`src/rtl/dmshr_mem_arb_if.sv`:
```
// Bus-side channel of the dcache MSHR fill arbiter: registered request out, single-beat line fill back.
interface dmshr_mem_arb_if #(
  parameter int PADDR_WIDTH = 64,
  parameter int LINE_WIDTH  = 512,
  parameter int ID_WIDTH    = 2
);
  logic                   mem_req_valid;
  logic                   mem_req_ready;
  logic [PADDR_WIDTH-1:0] mem_req_paddr;
  logic [ID_WIDTH-1:0]    mem_req_id;
  logic                   mem_resp_valid;
  logic [ID_WIDTH-1:0]    mem_resp_id;
  logic [LINE_WIDTH-1:0]  mem_resp_data;

  modport master (
    output mem_req_valid, mem_req_paddr, mem_req_id,
    input  mem_req_ready, mem_resp_valid, mem_resp_id, mem_resp_data
  );

  modport slave (
    input  mem_req_valid, mem_req_paddr, mem_req_id,
    output mem_req_ready, mem_resp_valid, mem_resp_id, mem_resp_data
  );
endinterface

```
`src/rtl/dmshr_mem_arb.sv`:
```
// Round-robin fill-request arbiter between the MSHR entries and the bus, with in-flight ID tracking.
// Optional response ID checking and sticky resp_err under `DMSHR_RESP_CHECK_EN.
module dmshr_mem_arb #(
  parameter int MSHR_NUM        = 4,
  parameter int PADDR_WIDTH     = 64,
  parameter int LINE_WIDTH      = 512,
  parameter int MAX_OUTSTANDING = 4,
  parameter int ID_WIDTH        = (MSHR_NUM > 1) ? $clog2(MSHR_NUM) : 1
) (
  input  logic                            clock,
  input  logic                            reset,
  input  logic [MSHR_NUM-1:0]             req_valid,
  input  logic [MSHR_NUM*PADDR_WIDTH-1:0] req_paddr,
  output logic [MSHR_NUM-1:0]             req_grant,
  dmshr_mem_arb_if.master                 mem,
  output logic [MSHR_NUM-1:0]             resp_valid,
  output logic [LINE_WIDTH-1:0]           resp_data,
  output logic                            resp_err
);

  localparam int CNT_W = (MAX_OUTSTANDING > 0) ? $clog2(MAX_OUTSTANDING + 1) : 1;
  localparam logic [PADDR_WIDTH-1:0] LINE_MASK = ~PADDR_WIDTH'(63);

  // Slot states: EMPTY = nothing offered to the bus, FULL = request held until mem_req_ready.
  localparam logic [0:0] SLOT_EMPTY = 1'b0;
  localparam logic [0:0] SLOT_FULL  = 1'b1;

  logic [0:0]             slot_state;
  logic [PADDR_WIDTH-1:0] slot_paddr;
  logic [ID_WIDTH-1:0]    slot_id;
  logic [MSHR_NUM-1:0]    busy;
  logic [CNT_W-1:0]       out_cnt;
  logic [ID_WIDTH-1:0]    rr_ptr;

  logic [MSHR_NUM-1:0]    eligible;
  logic                   slot_free;
  logic                   arb_en;
  logic                   win;
  int                     idx;
  logic [ID_WIDTH-1:0]    win_id;
  logic [PADDR_WIDTH-1:0] win_paddr;
  logic [MSHR_NUM-1:0]    win_oh;
  logic [ID_WIDTH-1:0]    rr_next;
  logic [MSHR_NUM-1:0]    resp_oh;
  logic [MSHR_NUM-1:0]    resp_hit;
  logic [MSHR_NUM-1:0]    resp_clr;

  assign eligible  = req_valid & ~busy;
  assign slot_free = (slot_state == SLOT_EMPTY) | mem.mem_req_ready;
  assign arb_en    = slot_free & (out_cnt < CNT_W'(MAX_OUTSTANDING));

  always_comb begin
    win       = 1'b0;
    win_id    = '0;
    win_paddr = '0;
    idx       = 0;
    for (int k = 0; k < MSHR_NUM; k++) begin
      idx = int'(rr_ptr) + k;
      if (idx >= MSHR_NUM) idx = idx - MSHR_NUM;
      if (arb_en && !win && eligible[idx]) begin
        win       = 1'b1;
        win_id    = ID_WIDTH'(idx);
        win_paddr = req_paddr[idx*PADDR_WIDTH +: PADDR_WIDTH];
      end
    end
  end

  assign win_oh  = win ? (MSHR_NUM'(1) << win_id) : '0;
  assign rr_next = (win_id == ID_WIDTH'(MSHR_NUM - 1)) ? '0 : win_id + 1'b1;

  // IDs beyond MSHR_NUM-1 shift out to an all-zero strobe and are dropped.
  assign resp_oh  = mem.mem_resp_valid ? (MSHR_NUM'(1) << mem.mem_resp_id) : '0;
  assign resp_hit = resp_oh & busy;
`ifdef DMSHR_RESP_CHECK_EN
  assign resp_clr = resp_hit;
`else
  assign resp_clr = resp_oh;
`endif

  always_ff @(posedge clock) begin
    if (reset) begin
      slot_state <= SLOT_EMPTY;
      slot_paddr <= '0;
      slot_id    <= '0;
      busy       <= '0;
      out_cnt    <= '0;
      rr_ptr     <= '0;
      req_grant  <= '0;
      resp_valid <= '0;
      resp_data  <= '0;
    end else begin
      case (slot_state)
        SLOT_EMPTY: if (win) slot_state <= SLOT_FULL;
        SLOT_FULL:  if (mem.mem_req_ready && !win) slot_state <= SLOT_EMPTY;
        default:    slot_state <= SLOT_EMPTY;
      endcase

      if (win) begin
        slot_paddr <= win_paddr & LINE_MASK;
        slot_id    <= win_id;
        rr_ptr     <= rr_next;
      end

      // Win sets busy after the clear so a same-cycle response never masks a new grant.
      busy      <= (busy & ~resp_clr) | win_oh;
      req_grant <= win_oh;

      // Only responses that actually free a busy ID count down, so out_cnt stays the popcount.
      if (win && !(|resp_hit)) begin
        out_cnt <= out_cnt + 1'b1;
      end else if (!win && (|resp_hit) && (out_cnt != '0)) begin
        out_cnt <= out_cnt - 1'b1;
      end

      resp_valid <= resp_clr;
      if (|resp_clr) resp_data <= mem.mem_resp_data;
    end
  end

`ifdef DMSHR_RESP_CHECK_EN
  always_ff @(posedge clock) begin
    if (reset) begin
      resp_err <= 1'b0;
    end else if (mem.mem_resp_valid && !(|resp_hit)) begin
      resp_err <= 1'b1;
    end
  end
`else
  assign resp_err = 1'b0;
`endif

  assign mem.mem_req_valid = (slot_state == SLOT_FULL);
  assign mem.mem_req_paddr = slot_paddr;
  assign mem.mem_req_id    = slot_id;

endmodule

```
`src/flat_wrapper.sv`:
```
// flat-port wrapper written by rule: the top's interface ports become plain ports
module dmshr_mem_arb_flat 
#(
  parameter int MSHR_NUM        = 4,
  parameter int PADDR_WIDTH     = 64,
  parameter int LINE_WIDTH      = 512,
  parameter int MAX_OUTSTANDING = 4,
  parameter int ID_WIDTH        = (MSHR_NUM > 1) ? $clog2(MSHR_NUM) : 1
)
  (clock, reset, req_valid, req_paddr, req_grant, resp_valid, resp_data, resp_err, mem_mem_req_valid, mem_mem_req_paddr, mem_mem_req_id, mem_mem_req_ready, mem_mem_resp_valid, mem_mem_resp_id, mem_mem_resp_data);
  dmshr_mem_arb_if #(.PADDR_WIDTH(PADDR_WIDTH), .LINE_WIDTH(LINE_WIDTH), .ID_WIDTH(ID_WIDTH)) mem_i ();
  input  logic clock;
  input  logic reset;
  input  logic [MSHR_NUM-1:0] req_valid;
  input  logic [MSHR_NUM*PADDR_WIDTH-1:0] req_paddr;
  output logic [MSHR_NUM-1:0] req_grant;
  output logic [MSHR_NUM-1:0] resp_valid;
  output logic [LINE_WIDTH-1:0] resp_data;
  output logic resp_err;
  output wire logic [$bits(mem_i.mem_req_valid)-1:0] mem_mem_req_valid;
  output wire logic [$bits(mem_i.mem_req_paddr)-1:0] mem_mem_req_paddr;
  output wire logic [$bits(mem_i.mem_req_id)-1:0] mem_mem_req_id;
  input wire logic [$bits(mem_i.mem_req_ready)-1:0] mem_mem_req_ready;
  input wire logic [$bits(mem_i.mem_resp_valid)-1:0] mem_mem_resp_valid;
  input wire logic [$bits(mem_i.mem_resp_id)-1:0] mem_mem_resp_id;
  input wire logic [$bits(mem_i.mem_resp_data)-1:0] mem_mem_resp_data;
  assign mem_mem_req_valid = mem_i.mem_req_valid;
  assign mem_mem_req_paddr = mem_i.mem_req_paddr;
  assign mem_mem_req_id = mem_i.mem_req_id;
  assign mem_i.mem_req_ready = mem_mem_req_ready;
  assign mem_i.mem_resp_valid = mem_mem_resp_valid;
  assign mem_i.mem_resp_id = mem_mem_resp_id;
  assign mem_i.mem_resp_data = mem_mem_resp_data;
  dmshr_mem_arb #(.MSHR_NUM(MSHR_NUM), .PADDR_WIDTH(PADDR_WIDTH), .LINE_WIDTH(LINE_WIDTH), .MAX_OUTSTANDING(MAX_OUTSTANDING), .ID_WIDTH(ID_WIDTH)) u_core (.clock(clock), .reset(reset), .req_valid(req_valid), .req_paddr(req_paddr), .req_grant(req_grant), .mem(mem_i), .resp_valid(resp_valid), .resp_data(resp_data), .resp_err(resp_err));
endmodule
```
`config.mk`:
```
export PLATFORM = sky130hd
export DESIGN_NAME = dmshr_mem_arb_flat
export DESIGN_NICKNAME = d
export VERILOG_FILES = /design/src/rtl/dmshr_mem_arb_if.sv /design/src/rtl/dmshr_mem_arb.sv /design/src/flat_wrapper.sv
export SDC_FILE = /design/constraint.sdc
export NUM_CORES = 1
export LEC_CHECK = 0
export CORE_AREA = 5 5 529 531
export DETAILED_ROUTE_END_ITERATION = 6
export DIE_AREA = 0 0 534 536
export SYNTH_ARGS = -nofsm -noshare
export SYNTH_HDL_FRONTEND = slang
export SYNTH_SLANG_ARGS = --single-unit
```
`constraint.sdc`:
```
create_clock -name clock -period 7.66 [get_ports clock]
set_input_delay 1.532 -clock clock [delete_from_list [all_inputs] [get_ports clock]]
set_output_delay 1.532 -clock clock [all_outputs]
set_load 0.1 [all_outputs]
```
=== Word level (Yosys, flattened, before mapping) ===
Cells that the tools add are included.

* Output and inout bits: 588
* Flip-flop bits (word level): 590

* Equality and inequality tests: 1
* Muxes and demuxes: 36
* Reductions and logical operators: 20
* $lt $le $gt $ge: 9
* Bitwise operators: 9
* $add $sub $neg: 10
* Shift-type cells: 6

{| class="wikitable"
|+ Operators by type and width
! operator !! number
|-
| variable part select 256 x 32 -> 64 bit || 4
|-
| 2-to-1 mux 64 bit || 4
|-
| less-than comparator 32 x 4 -> 1 bit (second input constant) || 4
|-
| 2-to-1 mux 32 bit || 4
|-
| >= comparator 32 x 4 -> 1 bit (second input constant) || 3
|-
| subtractor 32 x 4 -> 32 bit (second input constant) || 3
|-
| 2-to-1 mux 1 bit || 14
|-
| AND 4 bit || 3
|-
| logical AND 1 bit || 11
|-
| 2-to-1 mux 2 bit || 5
|-
| binary-select mux 1 bit (select 2 bit) || 4
|-
| 2-to-1 mux 4 bit || 2
|-
| inverter 4 bit || 2
|-
| OR reduction 4 bit || 2
|-
| left shift 1 x 2 -> 4 bit (first input constant) || 2
|-
| adder 2 x 2 -> 3 bit (second input constant) || 2
|-
| 2-to-1 mux 3 bit || 2
|-
| zero test 1 bit || 5
|-
| OR 4 bit || 1
|-
| subtractor 2 x 3 -> 4 bit (second input constant) || 1
|-
| adder 2 x 1 -> 3 bit (second input constant) || 1
|-
| adder 3 x 1 -> 3 bit (second input constant) || 1
|-
| >= comparator 2 x 3 -> 1 bit (second input constant) || 1
|-
| less-than comparator 3 bit (second input constant) || 1
|-
| other kinds (9) || 9
|}

=== Logic depth before layout (Yosys ltp) ===
Gate-level depths: netlist (run 1).

* Depth in word-level cells: 24
* Depth in mapped cells: 14

=== Least setup slack after synthesis (run 1) ===
OpenSTA, ideal clock, no wires.

* Path kind: input port to flip-flop
* From: input req_valid[1]
* To: register u_core.rr_ptr[0]
* Arrival: 3.785 ns
* Required time: 7.600 ns
* Stages on the path: 11
* Slack: 3.814 ns
* Cell sequence: nor2b_1 -> and2_1 -> mux4_2 -> and2_1 -> clkbuf_1 -> buf_6 -> a211o_1 -> and2_1 -> ha_1 -> nor4_1 -> a32o_1

* Longest elaborated chain between the ends: 20

{| class="wikitable"
|+ Ends and longest elaborated chain
! what !! RTL line !! source
|-
| start, declared || flat_wrapper.sv:14 || <nowiki>input logic [MSHR_NUM-1:0] req_valid;</nowiki>
|-
| AND 4 bit (*) || dmshr_mem_arb.sv:48 || <nowiki>assign eligible = req_valid & ~busy;</nowiki>
|-
| binary-select mux 1 bit (select 2 bit) || dmshr_mem_arb.sv:60 || <nowiki>if (arb_en && !win && eligible[idx]) begin</nowiki>
|-
| 2-to-1 mux 1 bit (implied by the code) (2 in series) || dmshr_mem_arb.sv:60 ||
|-
| logical AND 1 bit || dmshr_mem_arb.sv:60 ||
|-
| 2-to-1 mux 1 bit || dmshr_mem_arb.sv:60 ||
|-
| zero test 1 bit || dmshr_mem_arb.sv:60 ||
|-
| logical AND 1 bit (2 in series) || dmshr_mem_arb.sv:60 ||
|-
| 2-to-1 mux 1 bit || dmshr_mem_arb.sv:60 ||
|-
| zero test 1 bit || dmshr_mem_arb.sv:60 ||
|-
| logical AND 1 bit (2 in series) || dmshr_mem_arb.sv:60 ||
|-
| 2-to-1 mux 1 bit || dmshr_mem_arb.sv:60 ||
|-
| zero test 1 bit || dmshr_mem_arb.sv:60 ||
|-
| logical AND 1 bit (2 in series) || dmshr_mem_arb.sv:60 ||
|-
| 2-to-1 mux 2 bit (*) || dmshr_mem_arb.sv:60 ||
|-
| net u_core.win_id[1] || dmshr_mem_arb.sv:40 || <nowiki>logic [ID_WIDTH-1:0] win_id;</nowiki>
|-
| equality test 2 bit (*) || dmshr_mem_arb.sv:69 || <nowiki>assign rr_next = (win_id == ID_WIDTH'(MSHR_NUM - 1)) ? '0 : win_id + 1'b1;</nowiki>
|-
| 2-to-1 mux 2 bit (*) || dmshr_mem_arb.sv:69 ||
|-
| end signal, assigned || dmshr_mem_arb.sv:101 || <nowiki>rr_ptr <= rr_next;</nowiki>
|-
| end, declared || dmshr_mem_arb.sv:33 || <nowiki>logic [ID_WIDTH-1:0] rr_ptr;</nowiki>
|}

The timed path passes the listed nets; every way through them passes the cells marked *. The select of a mux whose other input is x is not followed.
A chain may end at the register's enable or synchronous reset.

=== Worst setup path in the final report (run 1) ===
* From: register u_core.rr_ptr[1]
* To: register u_core.slot_paddr[21] (netlist: u_core.mem.mem_req_paddr[21])

* Longest elaborated chain between the ends: 19

{| class="wikitable"
|+ Ends and longest elaborated chain
! what !! RTL line !! source
|-
| branches (longest 19 deep; another with subtractor 32 x 4 -> 32 bit) || - ||
|-
| end signal, assigned || dmshr_mem_arb.sv:99 || <nowiki>slot_paddr <= win_paddr & LINE_MASK;</nowiki>
|-
| end, declared || dmshr_mem_arb.sv:29 || <nowiki>logic [PADDR_WIDTH-1:0] slot_paddr;</nowiki>
|}

Several ways; the timed one is not identified. The select of a mux whose other input is x is not followed.

==> flow_summary_export.csv, run 1 <==
group,metric,value,unit
floorplanning,core-area,0.2750,mm²
timing,worst_pin_slew,1.340,ns
final_layout,layout_commonest_cell,"clkdlybuf4s50_1",
timing,drv_slew,0,
timing,min_period_over_period,0.7196,
logic_synthesis,ys_seq_elements,590,
floorplanning,io_pins,1366,
logic_synthesis,yosysTopAreaCell,"dfxtp_1",
worst_setup_path,crit_type,"reg2reg",
global_route,antenna_found_initial,188,
logic_synthesis,seq_area_frac_synth,0.4210,
floorplanning,rows,193,
run_status,outcome,"finished, final reports clean",
clocking,cts_max_level,3,
clocking,postCtsSetupBuffers,0,
final_layout,drive_gt1_frac,0.1878,
clocking,max-clock-path-buffers,4,
worst_setup_path,worstPathArrival,6.11,ns
detailed_routing,ant_nets,0,
worst_setup_path,cp_cell_sequence,"inv_1 > ha_4 > buf_4 > buf_4 > mux4_2 > nor3b_1 > o31ai_1 > a211oi_1",
logic_synthesis,synth-edff-count,0,
timing,fin_crit,5.512,ns
final_layout,final_cells,7643,
floorplanning,dieHeight,536,µm
power,internal_power,8.718,mW
power,irDropWorstVdd,0.0002943,V
worst_setup_path,crit_required,8.26,ns
run,maxCapViolations,0,
detailed_routing,drt_iter0_drc,2099,
detailed_routing,num_vias,28400,
clocking,path_clk_slew,0.05,ns
hold_path,hp-class,"reg2reg",
clocking,cts_tree,"done",
worst_setup_path,crit_fanout,68,
power,clkPwrFrac,0.270,
logic_synthesis,synth_area,0.02806,mm²
logic_synthesis,synthFlopType,"dfxtp_1",
global_route,grt_pass1_vias,28090,
logic_synthesis,ys_async_sr_fraction,0,
timing,clock_skew,0.02241,ns
detailed_routing,vias_per_cell,3.715,
timing,finalHoldViolCount,0,
final_layout,stdcell_area,0.04759,mm²
clocking,ctsHoldBuffers,0,
timing,slew-limit-headroom,0.1032,
timing,clock.fmax,181.4,MHz
final_layout,area_growth_syn_to_layout,69.62,%
worst_setup_path,slowest_delay,1.00,ns
power,switching_share,0.4542,
logic_synthesis,synth_cells,2725,
global_route,grt_max_degree,155,
logic_synthesis,synth_cell_type_count,71,
placement,place.gp.congestion,0.9005,
global_route,grt.total_usage,0.1578,
detailed_routing,routed_wl,237900,µm
floorplanning,die_area,0.2862,mm²
worst_setup_path,end_kind,"flip-flop",
timing,setup_violations,0,
placement,port-buffer-count,1334,
detailed_routing,drcViolationCount,0,
placement,dpl.cell_count,7459,
global_route,grt-ovfl-total,0,
logic_synthesis,synthTopCellsByArea,"dfxtp_1 42%, mux2i_1 20%, mux4_2 9.2%, nor2_1 7.5%, mux2_2 3.7%",
clocking,cts_buffers,89,
clocking,clk_latency,0.77,ns
timing,tns,0,ns
power,power.net_switching,7.256,mW
power,power.total,15.97,mW
power,p_leak,18.63,nW
logic_synthesis,yosysWarningCount,0,
final_layout,layout_common_cells,"1026 x clkdlybuf4s50_1, 588 x dfxtp_1, 572 x mux2i_1",
final_layout,nets,4731,
clocking,cts_sinks,590,
floorplanning,die_w,534,µm
logic_synthesis,synth_top_area_frac,0.4210,
placement,place_area,0.04453,mm²
clocking,root_buffer,"clkbuf_16",
floorplanning,initial_utilization,0.1020,
global_route,grt_pass1_wl,300100,µm
detailed_routing,drt-pass1-iter-count,5,
placement,dp_hpwl,201000,µm
power,pwr-share-seq,0.233,
power,powerDensity,335.7,mW/mm²
detailed_routing,routedWlPerCell,31.13,µm
logic_synthesis,avgSynthCellArea,10.30,µm²
timing,rsz0062_at_grt,"false",
power,combPwrFrac,0.497,
worst_setup_path,cp_common_cell,"buf_4",
clocking,cts_resized,0,
worst_setup_path,cpMaxStageDelayCell,"dfxtp_4",
worst_setup_path,start_kind,"flip-flop",
-- kinds of logic after synthesis --
group | synth area share
multiplexers | 0.3333
buffers and inverters | 0.03839
AO/OA/AOI/OAI | 0.08584
other | 0.0001337
XOR/XNOR | 0.0003122
flip-flops | 0.4210
adder cells (fa/ha/maj) | 0.004727
AND/OR/NAND/NOR | 0.1163
-- worst paths after layout --
check,end,slack [ns],from,cells past startpoint
max,u_core.mem.mem_req_paddr[21]$_SDFFE_PP0P_,2.15,u_core.rr_ptr[1]$_SDFFE_PP0P_,8
min,u_core.mem.mem_req_id[0]$_SDFFE_PP0P_,0.46,u_core.mem.mem_req_id[0]$_SDFFE_PP0P_,2
max reg2reg,u_core.mem.mem_req_paddr[21]$_SDFFE_PP0P_,2.15,u_core.rr_ptr[1]$_SDFFE_PP0P_,8
min reg2reg,u_core.mem.mem_req_id[0]$_SDFFE_PP0P_,0.46,u_core.mem.mem_req_id[0]$_SDFFE_PP0P_,2
-- state kept, by name, indices dropped and copies added, names as in the netlist --
| signal | flops |
|---|---|
| u_core.busy | 4 |
| u_core.resp_data | 512 |
| u_core.out_cnt | 3 |
| u_core.resp_valid | 4 |
| u_core.mem.mem_req_id | 2 |
| u_core.rr_ptr | 2 |
| u_core.mem.mem_req_paddr | 58 |
| u_core.mem.mem_req_valid | 1 |
| u_core.req_grant | 4 |
-- cell usage after synthesis, types with 27 or more instances --
library cell / count
nand2_1: 104
nor2_1: 558
mux2i_1: 572
clkbuf_1: 148
a21oi_1: 30
dfxtp_1: 590
nand3_1: 27
o22ai_1: 28
mux2_2: 91
buf_1: 38
a22oi_1: 37
mux4_2: 115
buf_2: 45
-- critical path, delay by kind of cell, from the launching register on --
family	cells	cell delay [ns]
flops	1	1.00
compound gates	2	0.42
buf+inv	3	2.38
fa+ha+maj	1	0.63
mux	1	0.59
simple gates	1	0.15
-- metrics by stage --
step | hold slack, ns | utilization | setup WS [ns]
2_1_floorplan | 0.4790 | - | 3.815
3_3_place_gp | 0.4593 | 0.1619 | 2.364
3_5_place_dp | 0.4535 | 0.1619 | 2.167
4_1_cts | 0.4636 | 0.1728 | 2.157
5_1_grt | 0.5003 | 0.1729 | 1.850
6_report | 0.4648 | 0.1730 | 2.148
-- layout make-up --
type	instances	area, µm²
Multi-Input combinational cell	1885	15250
Tap cell	3607	4513
Fill cell	30380	227500
Timing Repair Buffer	1366	12900
Inverter	11	41.29
Sequential cell	590	11820
Clock buffer	116	2459
Antenna cell	26	65.06
Clock inverter	42	536.8
-- power by group through the flow --
stage               combinational (mW)  clock (mW)  sequential (mW)
floorplan                         3.65           0             5.55
global placement                  7.78           0             3.76
detailed placement                7.90           0             3.78
CTS                               7.93        4.51             3.71
global route                      8.34        4.59             3.75
finish                            7.94        4.32             3.72
-- per-layer routing --
metal	vias up	GRT usage	routed length, µm
li1	12320	-	-
met1	13690	0.1764	90360
met2	1785	0.2433	102000
met3	538	0.1115	38190
met4	64	0.03677	6941
met5	-	0	416
Power figures use the tool's default switching activity.
==> run 2, diff against run 1 <==
--- a/config.mk
+++ b/config.mk
@@ -5,9 +5,9 @@
 export SDC_FILE = /design/constraint.sdc
 export NUM_CORES = 1
 export LEC_CHECK = 0
-export CORE_AREA = 5 5 529 531
+export CORE_AREA = 5 5 534 536
 export DETAILED_ROUTE_END_ITERATION = 6
-export DIE_AREA = 0 0 534 536
+export DIE_AREA = 0 0 539 541
 export SYNTH_ARGS = -nofsm -noshare
 export SYNTH_HDL_FRONTEND = slang
 export SYNTH_SLANG_ARGS = --single-unit
==> constraint.sdc (replaced) <==
create_clock -name clock -period 4.79 [get_ports clock]
set_input_delay 0.958 -clock clock [delete_from_list [all_inputs] [get_ports clock]]
set_output_delay 0.958 -clock clock [all_outputs]
set_load 0.1 [all_outputs]
==> run 2 against run 1 <==
Fmax is 32% higher; power is 62% higher; worst hold slack better by 0.020 ns; global-route usage is 0.30 points lower; core utilization is 0.14 points lower; final cell count is 2.1% higher; sequential share of layout area is 0.27 points lower; via count is 0.26% lower; critical path type unchanged; largest power group unchanged; highest routed layer unchanged.
==> flow_summary_export.csv, run 2 (same netlist as run 1, synthesis figures left out) <==
group,metric,value,unit
run_status,outcome,"finished, final reports clean",
worst_setup_path,crit_type,"reg2reg",
clocking,cts_max_level,3,
timing,drv_slew,0,
placement,place_ws,0.5884,ns
clocking,cts_buffers,91,
global_route,grt.total_usage,0.1548,
clocking,path_clk_slew,0.07,ns
global_route,grt-ovfl-total,0,
final_layout,layout_common_cells,"1026 x clkdlybuf4s50_1, 588 x dfxtp_1, 572 x mux2i_1",
detailed_routing,num_vias,28320,
final_layout,drive_gt1_frac,0.1910,
clocking,ctsHoldBuffers,0,
floorplanning,die_area,0.2916,mm²
placement,place.gp.congestion,0.8924,
detailed_routing,drcViolationCount,0,
timing,setup_violations,0,
global_route,grt_pass1_wl,299000,µm
timing,clock.fmax,238.9,MHz
timing,worst_slack,0.6049,ns
clocking,postCtsSetupBuffers,0,
worst_setup_path,crit_fanout,40,
detailed_routing,routed_wl,237600,µm
detailed_routing,drt-pass1-iter-count,5,
final_layout,top_register,"u_core.resp_data",
power,powerDensity,539.4,mW/mm²
clocking,max-clock-path-buffers,4,
power,p_leak,18.81,nW
clocking,cts_resized,0,
floorplanning,rows,195,
timing,clock_skew,0.06473,ns
global_route,grt_max_degree,158,
placement,dp_hpwl,200800,µm
global_route,grt_pass1_vias,27720,
timing,worst_pin_slew,1.246,ns
clocking,root_buffer,"clkbuf_16",
hold_path,hp-class,"reg2reg",
final_layout,area_growth_syn_to_layout,71.50,%
placement,port-buffer-count,1334,
clocking,clk_latency,0.79,ns
worst_setup_path,start_kind,"flip-flop",
floorplanning,initial_utilization,0.1001,
floorplanning,dieHeight,541,µm
timing,fin_crit,4.185,ns
global_route,antenna_found_initial,221,
worst_setup_path,worstPathArrival,4.85,ns
timing,tns,0,ns
detailed_routing,routedWlPerCell,30.44,µm
run,maxCapViolations,0,
final_layout,layout_commonest_cell,"clkdlybuf4s50_1",
detailed_routing,drt_iter0_drc,1783,
final_layout,largest_register_ffs,512,
timing,finalHoldViolCount,0,
clocking,cts_tree,"done",
timing,slew-limit-headroom,0.1665,
floorplanning,die_w,539,µm
timing,rsz0062_at_grt,"false",
floorplanning,core-area,0.2803,mm²
clocking,cts_sinks,590,
detailed_routing,vias_per_cell,3.628,
floorplanning,io_pins,1366,
final_layout,nets,4750,
detailed_routing,ant_nets,0,
worst_setup_path,end_kind,"flip-flop",
power,irDropWorstVdd,0.0005062,V
worst_setup_path,crit_required,5.45,ns
timing,min_period_over_period,0.8737,
## run 2: metrics by stage
stage | util | hold slack [ns] | cell area (µm²) | instances | power (mW)
2_1_floorplan | - | 0.4790 | 28080 | 2731 | 14.70
3_3_place_gp | 0.1601 | 0.4634 | 44870 | 7612 | 18.60
3_5_place_dp | 0.1601 | 0.4597 | 44870 | 7612 | 18.76
4_1_cts | 0.1714 | 0.4822 | 48040 | 7774 | 26.37
5_1_grt | 0.1715 | 0.4962 | 48080 | 7791 | 27.18
6_report | 0.1717 | 0.4850 | 48120 | 7806 | 25.96
## run 2: final timing paths
| path | slack (ns) | cells after the start | startpoint | end |
|---|---|---|---|---|
| max | 0.60 | 11 | u_core.rr_ptr[1]$_SDFFE_PP0P_ | u_core.rr_ptr[0]$_SDFFE_PP0P_ |
| max reg2reg | 0.60 | 11 | u_core.rr_ptr[1]$_SDFFE_PP0P_ | u_core.rr_ptr[0]$_SDFFE_PP0P_ |
| min | 0.49 | 2 | u_core.mem.mem_req_id[0]$_SDFFE_PP0P_ | u_core.mem.mem_req_id[0]$_SDFFE_PP0P_ |
| min reg2reg | 0.49 | 2 | u_core.mem.mem_req_id[0]$_SDFFE_PP0P_ | u_core.mem.mem_req_id[0]$_SDFFE_PP0P_ |
## run 2: routing by layer
metal  up-vias  track usage  routed length [µm]
li1      12400            -                   -
met1     13480       0.1579               82090
met2      1754       0.2340              100600
met3       574       0.1300               44320
met4       110      0.05200                9893
met5         -            0                 699
## run 2: critical path: stages, from the launching register on
cell and delay [ns]:
dfxtp_4 0.72, inv_1 0.19, ha_4 0.31, inv_2 0.23
o31ai_2 0.18, o21ai_2 0.81, o21ai_0 0.34, a22oi_1 0.47
inv_1 0.12, ha_1 0.25, nor4_1 0.30, a32o_1 0.17
## run 2: final cells by class
cell class,count,area (µm²)
Fill cell,31040,232200
Timing Repair Buffer,1383,13070
Sequential cell,590,11820
Multi-Input combinational cell,1885,15260
Tap cell,3743,4683
Antenna cell,32,80.08
Clock buffer,130,2625
Inverter,11,41.29
Clock inverter,32,540.5
## run 2: report_power, final
part           total, mW  leakage (nW)  internal (mW)  switching, mW
clock network       7.32          1.56           4.50           2.82
registers           5.80          4.88           5.42          0.385
logic               12.8          12.4           4.45           8.38
total               26.0          18.8           14.4           11.6
